--- src/rtl/note_hit_judge.sv ---
// Judges player button presses against the lit lanes of each beat window and
// runs the IDLE/PLAY/OVER game, tracking score, combo and lives.
module note_hit_judge #(
    parameter int SCORE_W     = 16,
    parameter int LIVES       = 3,
    parameter int BEATS       = 11,
    parameter int COMBO_BONUS = 4
) (
    input  logic               clk,
    input  logic               reset,
    input  logic               start,
    input  logic               beat_tick,
    input  logic               line1,
    input  logic               line2,
    input  logic               line3,
    input  logic               btn1,
    input  logic               btn2,
    input  logic               btn3,
    output logic [SCORE_W-1:0] score,
    output logic [7:0]         combo,
    output logic [2:0]         lives,
    output logic               hit_pulse,
    output logic               miss_pulse,
    output logic               playing,
    output logic               game_over
);

    localparam int         BCNT_W     = $clog2(BEATS + 1);
    localparam logic [2:0] LIVES_INIT = 3'(LIVES);

    typedef enum logic [1:0] {
        S_IDLE = 2'd0,
        S_PLAY = 2'd1,
        S_OVER = 2'd2
    } state_t;

    state_t              state_q;
    logic [SCORE_W-1:0]  score_q, score_d;
    logic [7:0]          combo_q, combo_d;
    logic [2:0]          lives_q, lives_d;
    logic [BCNT_W-1:0]   beat_cnt_q;
    logic [2:0]          expected_q, pressed_q;
    logic                win_valid_q;
    logic                hit_pulse_q, miss_pulse_q, playing_q, game_over_q;

    // Buttons are asynchronous: two flops to resynchronise, a third for edge detect.
    logic [2:0] sync1_q, sync2_q, sync3_q;
    logic [2:0] press_edge;

    always_ff @(posedge clk or posedge reset) begin
        if (reset) begin
            sync1_q <= 3'b000;
            sync2_q <= 3'b000;
            sync3_q <= 3'b000;
        end else begin
            sync1_q <= {btn3, btn2, btn1};
            sync2_q <= sync1_q;
            sync3_q <= sync2_q;
        end
    end

    assign press_edge = sync2_q & ~sync3_q;

    logic [2:0]       hit_w, miss_w, wrong_w;
    logic             err_w;
    logic [1:0]       hit_cnt_w;
    logic [2:0]       gain_w;
    logic [SCORE_W:0] score_sum_w;

    assign hit_w       = expected_q & pressed_q;
    assign miss_w      = expected_q & ~pressed_q;
    assign wrong_w     = ~expected_q & pressed_q;
    assign err_w       = (|miss_w) | (|wrong_w);
    assign hit_cnt_w   = 2'(hit_w[0]) + 2'(hit_w[1]) + 2'(hit_w[2]);
    assign gain_w      = (combo_q >= 8'(COMBO_BONUS)) ? {hit_cnt_w, 1'b0} : {1'b0, hit_cnt_w};
    assign score_sum_w = {1'b0, score_q} + (SCORE_W + 1)'(gain_w);

    // Outcome of the window closing on this beat_tick.
    always_comb begin
        score_d = score_q;
        combo_d = combo_q;
        lives_d = lives_q;
        if (err_w) begin
            combo_d = 8'd0;
            if (lives_q != 3'd0) begin
                lives_d = lives_q - 3'd1;
            end
        end else if (|hit_w) begin
            score_d = score_sum_w[SCORE_W] ? {SCORE_W{1'b1}} : score_sum_w[SCORE_W-1:0];
            combo_d = (combo_q == 8'hFF) ? combo_q : combo_q + 8'd1;
        end
    end

    always_ff @(posedge clk or posedge reset) begin
        if (reset) begin
            state_q      <= S_IDLE;
            score_q      <= '0;
            combo_q      <= 8'd0;
            lives_q      <= LIVES_INIT;
            beat_cnt_q   <= '0;
            expected_q   <= 3'b000;
            pressed_q    <= 3'b000;
            win_valid_q  <= 1'b0;
            hit_pulse_q  <= 1'b0;
            miss_pulse_q <= 1'b0;
            playing_q    <= 1'b0;
            game_over_q  <= 1'b0;
        end else begin
            hit_pulse_q  <= 1'b0;
            miss_pulse_q <= 1'b0;
            case (state_q)
                S_IDLE, S_OVER: begin
                    if (start) begin
                        state_q     <= S_PLAY;
                        playing_q   <= 1'b1;
                        game_over_q <= 1'b0;
                        score_q     <= '0;
                        combo_q     <= 8'd0;
                        lives_q     <= LIVES_INIT;
                        beat_cnt_q  <= '0;
                        expected_q  <= 3'b000;
                        pressed_q   <= 3'b000;
                        win_valid_q <= 1'b0;
                    end
                end
                S_PLAY: begin
                    if (lives_q == 3'd0 || beat_cnt_q == BCNT_W'(BEATS)) begin
                        state_q     <= S_OVER;
                        playing_q   <= 1'b0;
                        game_over_q <= 1'b1;
                    end else if (beat_tick) begin
                        if (win_valid_q) begin
                            score_q      <= score_d;
                            combo_q      <= combo_d;
                            lives_q      <= lives_d;
                            hit_pulse_q  <= ~err_w & (|hit_w);
                            miss_pulse_q <= err_w;
                            beat_cnt_q   <= beat_cnt_q + BCNT_W'(1);
                        end
                        expected_q  <= {line3, line2, line1};
                        // A press landing on the tick belongs to the window now opening.
                        pressed_q   <= press_edge;
                        win_valid_q <= 1'b1;
                    end else begin
                        pressed_q <= pressed_q | press_edge;
                    end
                end
                default: begin
                    state_q     <= S_IDLE;
                    playing_q   <= 1'b0;
                    game_over_q <= 1'b0;
                end
            endcase
        end
    end

    assign score      = score_q;
    assign combo      = combo_q;
    assign lives      = lives_q;
    assign hit_pulse  = hit_pulse_q;
    assign miss_pulse = miss_pulse_q;
    assign playing    = playing_q;
    assign game_over  = game_over_q;

endmodule
--- config.mk ---
export PLATFORM = sky130hd
export DESIGN_NAME = note_hit_judge
export DESIGN_NICKNAME = d
export VERILOG_FILES = /design/src/rtl/note_hit_judge.sv
export SDC_FILE = /design/constraint.sdc
export NUM_CORES = 1
export LEC_CHECK = 0
export ABC_AREA = 0
export CORE_MARGIN = 10
export CORE_UTILIZATION = 54
export DETAILED_ROUTE_END_ITERATION = 10
export PLACE_DENSITY = 0.79
export SYNTH_ARGS = -nofsm -noshare
export SYNTH_HDL_FRONTEND = slang
export SYNTH_SLANG_ARGS = --single-unit
--- constraint.sdc ---
create_clock -name clk -period 3.6 [get_ports clk]
set_clock_uncertainty 0.05 [all_clocks]
set_input_delay 0.36 -clock clk [delete_from_list [all_inputs] [get_ports clk]]
set_output_delay 0.36 -clock clk [all_outputs]
set_load 0.02 [all_outputs]
# --- Word-level counts from Yosys, hierarchy flattened ---
# Index checks and enable logic that the tools add are counted.
classes:
  addsub: 6
  reduce_logical: 16
  eq_ne: 15
  n_mux: 56
  bitwise_logic: 11
  n_lt_le_gt_ge: 1
ops:
  columns: ["op", "n"]
  rows:
  - ["16-bit two-way mux", 7]
  - ["8-bit two-way mux", 7]
  - ["3-bit two-way mux", 12]
  - ["16-bit one-hot mux with 2 select lines", 1]
  - ["7-bit AND reduction", 3]
  - ["2-bit != test, second input constant", 9]
  - ["3-bit one-hot mux with 2 select lines", 3]
  - ["16-bit by 3-bit adder with 17-bit output", 1]
  - ["4-bit two-way mux", 4]
  - ["8-bit one-hot mux with 2 select lines", 1]
  - ["1-bit two-way mux", 14]
  - ["3-bit bitwise AND", 4]
  - ["3-bit inverter", 3]
  - ["3-bit OR reduction", 3]
  - ["8-bit by 1-bit adder with 8-bit output, second input constant", 1]
  - ["8-bit equality test, second input constant", 1]
  - ["8-bit by 3-bit >= comparator with 1-bit output, second input constant", 1]
  - ["4-bit one-hot mux with 2 select lines", 1]
  - ["3-bit != test, second input constant", 2]
  - ["1-bit one-hot mux with 2 select lines", 3]
  - ["5-bit AND reduction", 1]
  - ["4-bit by 1-bit adder with 4-bit output, second input constant", 1]
  - ["4-bit equality test, second input constant", 1]
  - ["2-bit two-way mux", 2]
  - ["other kinds (19)", 19]
totals:
  register_bits: 53
  elab_cells: 120

# --- Longest topological paths before layout ---
logic_depth:
  word_depth: 12
  depth_mapped: 12

# --- Least setup slack after synthesis ---
# OpenSTA, ideal clock, no wires.
synth_path:
  kind: "register to register"
  from: "reg expected_q[0]"
  to: "reg score_q[9], in the netlist score[9]"
  stages_incl_launch_ff: 13
  setup_time_ns: 0.087
  arrival_ns: 2.930
  setup_slack_ns: 0.533
  path_cell_list: "dfrtp_1 -> and2_1 -> fa_1 -> and3_1 -> ha_1 -> inv_1 -> fa_1 -> nor2b_1 -> o21ai_0 -> or3_1 -> buf_2 -> and2_1 -> a211oi_2"
synth_via:
  elab_chain_len: 12
  elab_cells_between_ends: 22
  cone_classes: "add/sub: 3; eq/ne: 2; mux: 8; bitwise: 5; reduce/logical: 4"
synth_lines:
  columns: ["item", "line", "source"]
  rows:
  - ["start, declared", "42", "logic [2:0] expected_q, pressed_q;"]
  - ["start signal, assigned", "140", "expected_q <= {line3, line2, line1};"]
  - ["3-bit bitwise AND", "70", "assign hit_w = expected_q & pressed_q;"]
  - ["1-bit by 1-bit adder with 2-bit output", "74", "assign hit_cnt_w = 2'(hit_w[0]) + 2'(hit_w[1]) + 2'(hit_w[2]);"]
  - ["2-bit by 1-bit adder with 2-bit output", "74", null]
  - ["3-bit two-way mux", "75", "assign gain_w = (combo_q >= 8'(COMBO_BONUS)) ? {hit_cnt_w, 1'b0} : {1'b0, hit_cnt_w};"]
  - ["16-bit by 3-bit adder with 17-bit output", "76", "assign score_sum_w = {1'b0, score_q} + (SCORE_W + 1)'(gain_w);"]
  - ["16-bit two-way mux", "89", "score_d = score_sum_w[SCORE_W] ? {SCORE_W{1'b1}} : score_sum_w[SCORE_W-1:0];"]
  - ["16-bit two-way mux", "88", "end else if (|hit_w) begin"]
  - ["16-bit two-way mux", "83", "if (err_w) begin"]
  - ["16-bit two-way mux", "132", "if (win_valid_q) begin"]
  - ["16-bit two-way mux", "131", "end else if (beat_tick) begin"]
  - ["16-bit two-way mux", "127", "if (lives_q == 3'd0 || beat_cnt_q == BCNT_W'(BEATS)) begin"]
  - ["16-bit one-hot mux with 2 select lines", "111", "case (state_q)"]
  - ["end signal, assigned", "133", "score_q <= score_d;"]
  - ["end, declared", "38", "logic [SCORE_W-1:0] score_q, score_d;"]
# Several ways; a longest one is shown, not always the timed one. The select of a mux whose other input is x is not followed.
# A chain may end at the register's enable or synchronous reset.

# --- Final worst setup path ---
layout_path:
  from: "reg expected_q[2]"
  to: "reg score_q[4], in the netlist score[4]"
layout_via:
  elab_chain_len: 11
  elab_cells_between_ends: 21
  cone_classes: "add/sub: 2; eq/ne: 2; mux: 8; bitwise: 5; reduce/logical: 4"
layout_lines:
  columns: ["item", "line"]
  rows:
  - ["3-bit bitwise AND", "70"]
  - ["2-bit by 1-bit adder with 2-bit output", "74"]
  - ["3-bit two-way mux", "75"]
  - ["16-bit by 3-bit adder with 17-bit output", "76"]
  - ["16-bit two-way mux", "89"]
  - ["16-bit two-way mux", "88"]
  - ["16-bit two-way mux", "83"]
  - ["16-bit two-way mux", "132"]
  - ["16-bit two-way mux", "131"]
  - ["16-bit two-way mux", "127"]
  - ["16-bit one-hot mux with 2 select lines", "111"]
# Several ways; a longest one is shown, not always the timed one. The select of a mux whose other input is x is not followed.

==> summary.md <==
| Metric | Value |
|---|---|
| Status | finished, final reports clean |
| Async SR Flop Fraction | 100% |
| Worst slew pin tran | 1.09 ns |
| Clk_lat worst skew | roughly 0.31 ns |
| Synth Warn # | 0 |
| Hold Path Origin | sync1_q[2] |
| Cell Area, Synth | approximately 2800 µm² |
| Commonest non-fill, non-tap cells in the layout | dfrtp_1 (50), clkdlybuf4s50_1 (40), nand2_1 (33) |
| ANT cells | 0 |
| Max stage delay on crit path | approximately 0.52 ns |
| Effective utilization at floorplan | a little under three fifths |
| Final count of hold timing violations | 0 |
| Adder-cell area share of the yosys netlist | between 4 and 5% |
| Post-cts gate resize count | 0 |
| Clock Sinks | between 50 and 60 |
| Post-synthesis compound-gate area fraction | between 10% and 20% |
| Post-Syn Area per Cell | about 10 µm² |
| Core area | 5070 µm² |
| DRC violations left | 0 |
| Tmin final | ~3.3 ns |
| Commonest non-fill, non-tap cell in the layout | dfrtp_1 |
| Ports | a little over 40 |
| Final Max Tran Viols | 0 |
| Hold path endpoint | sync2_q[2] |
| Fin crit share | about 93% |
| Max-cap violations | 0 |
| Worst-path cell chain | and2_1 -> fa_1 -> and3_1 -> ha_1 -> inv_1 -> fa_1 -> nor2b_1 -> o21ai_0 -> or3_1 -> and3_1 -> nor3_1 |
| Via density | between 5 and 6 |
| All-Layer GR Usage | ~15% |
| Hold slack | 0.304 ns |
| Simple-gate portion of the synthesized area | ~22% |
| Syn Inst Count | 276 |
| Port bufs | 40 |
| Antenna viol nets, final | 0 |
| Endpoint class of the critical path | register |
| Static Leak | around 1.4 nW |
| CTS Buf Count | 5 |
| Setup TNS | 0 ns |
| Library cells used by synthesis | between 60 and 70 |
| CP max FO | 9 |
| R2R cell count | 11 |
| Predominant post-synthesis flop cell | dfrtp_1 |
| Critical path class | register to register |
| P&R area growth vs syn | 17.9% |
| Largest net degree at the start of global routing | 53 |
| Crit path DAT | approximately 3.5 ns |
| Crit start category | register |
| Flop2flop setup slack | approximately 0.26 ns |
| Critical-path top delay cell | or3_1 |
| Wire per inst | approximately 16 µm |
| # setup viols final | 0 |
| RSZ-0062 raised after global routing | false |
| Vias in the first global route | 2236 |
| Total gr overflow | 0 |
| Die height | between 90 and 100 µm |
| Yosys reg bits | between 50 and 60 |
| Fmax | roughly 300 MHz |
| Sequential cell area fraction in the yosys report | ~46% |
| Root Buffer | clkbuf_8 |
| First-pass detailed-route iteration total | 4 |
| Synth Area in XOR/XNOR | around 1.8% |
| Worst slew margin | roughly 27% |
| Largest family of logic cells by synthesized area | simple AND/OR/NAND/NOR gates |
| Die area | around 8500 µm² |
| DP Wirelength | roughly 4500 µm |
| Layout cells sized above 1 | 11.8% |
| TritonCTS clock tree | built |
| Syn_nets | around 300 |
| Global placement routability congestion | ~0.93 |
| First-pass GRT wire length | 11000 µm |
| Worst hold path class | register to register |
| Cell Rows | 26 |
| Peak VDD IR | 0.395 mV |
| Hold_buf cts | 0 |
| Postcts setup bufs | 0 |
| Mux cell area share after synthesis | less than 1% |
| Total Routed Length | 6240 µm |
| RR Startpoint | expected_q[2] |
| Clk buf depth | 2 |
| Layout Nets | about 330 |
| Via count | about 2300 |
| Pwr per Cell Area | 607 nW/µm² |
| R2r endpoint | score[4] |
| Clock transition at path regs | 0.10 ns |
| Initial antenna violation count | 0 |
| Initial DRC count | 207 |
| # H-tree levels | 2 |
| Hold path cells | 0 |
| Post-synth EDFFs | 0 |
| Die X | 92.3 µm |
| WP data required | ~3.8 ns |
==> kinds of logic (layout without fill, tap and decap cells) <==
| family | after synthesis | after routing |
|---|---|---|
| and+or+nand+nor | 110 | 110 |
| AOI/OAI and AO/OA | 67 | 67 |
| DFF | 52 | 52 |
| buffers and inverters | 30 | 67 |
| adders and majority gates | 10 | 10 |
| xor gates and xnor gates | 5 | 5 |
| muxes | 2 | 2 |
==> cells in the mapped netlist (3+ instances only) <==
library cell	instances	area, µm²
a21oi_1	7	35.0
a31o_2	5	43.8
a31oi_1	9	56.3
a32o_1	3	30.0
and2_1	8	50.1
and3_1	12	75.1
clkbuf_1	4	15.0
dfrtp_1	50	1250
ha_1	8	100
inv_1	17	63.8
nand2_1	33	124
nand2b_1	5	31.3
nand3_1	15	75.1
nor2_1	7	26.3
nor2b_1	3	18.8
nor3_1	7	35.0
nor4_1	3	18.8
o21ai_0	16	80.1
o311ai_1	5	43.8
xnor2_1	4	35.0
==> how the worst max path moves through the flow <==
| stage | startpoint | end | slack (ns) | cells after the start |
|---|---|---|---|---|
| finish | expected_q[2] | score[4] | 0.26 | 11 |
| global placement | expected_q[0] | score[9] | 0.40 | 11 |
| detailed placement | expected_q[2] | score[9] | 0.29 | 11 |
| CTS | expected_q[2] | score[4] | 0.28 | 11 |
| global route | expected_q[2] | score[9] | 0.09 | 11 |
| floorplan | expected_q[0] | score[9] | 0.53 | 12 |
==> worst max-delay path: cells and delay by family, from the launching register on <==
| family | cells | cell delay (ns) |
|---|---|---|
| adder cells (fa/ha/maj) | 3 | 1.06 |
| AO/OA/AOI/OAI | 1 | 0.21 |
| buffers and inverters | 1 | 0.05 |
| flip-flops | 1 | 0.45 |
| AND/OR/NAND/NOR | 6 | 1.43 |
==> per-layer routing <==
metal | global-route usage (%) | share of wire (%) | up-vias
li1 | - | - | 1078
met1 | 20.9 | 47 | 1110
met2 | 23.1 | 46 | 57
met3 | 4.12 | 5.1 | 8
met4 | 4.63 | 1.4 | 0
met5 | 0 | 0 | -
==> through the flow <==
stage | setup WS [ns] | util [%] | cell area, µm² | std cells | power [W]
final | 0.265 | 65.6 | 3330 | 383 | 0.00202
after global placement | 0.401 | 63.4 | 3220 | 375 | 0.00160
after detailed placement | 0.295 | 63.4 | 3220 | 375 | 0.00163
after global routing | 0.0876 | 65.6 | 3330 | 383 | 0.00216
after CTS | 0.283 | 65.6 | 3330 | 383 | 0.00203
after floorplan | 0.533 | - | 2820 | 276 | 0.00140
==> power by group <==
group | switching (W) | total [W] | internal (W) | leakage (nW)
sequential | 0.000120 | 0.000813 | 0.000693 | 0.679
clock | 0.000197 | 0.000403 | 0.000206 | 0.0541
combinational | 0.000457 | 0.000804 | 0.000347 | 0.694
total | 0.000774 | 0.00202 | 0.00125 | 1.43
==> state kept, by name (all words and copies together) (netlist names) <==
register / flops
beat_cnt_q: 4
combo: 8
expected_q: 3
game_over: 1
hit_pulse: 1
lives: 3
miss_pulse: 1
playing: 1
pressed_q: 3
score: 16
state_q: 1
sync1_q: 3
sync2_q: 3
sync3_q: 3
win_valid_q: 1
==> area by class of cell <==
cell class                 instances  area [µm²]
clock buffer                       5        68.8
clock inverter                     3        42.5
fill                             448        1750
inverter                          18        72.6
multi-input combinational        194        1350
sequential                        52        1300
tap                               70        87.6
timing repair buffer              41         408
(Power assumes the default switching activity.)
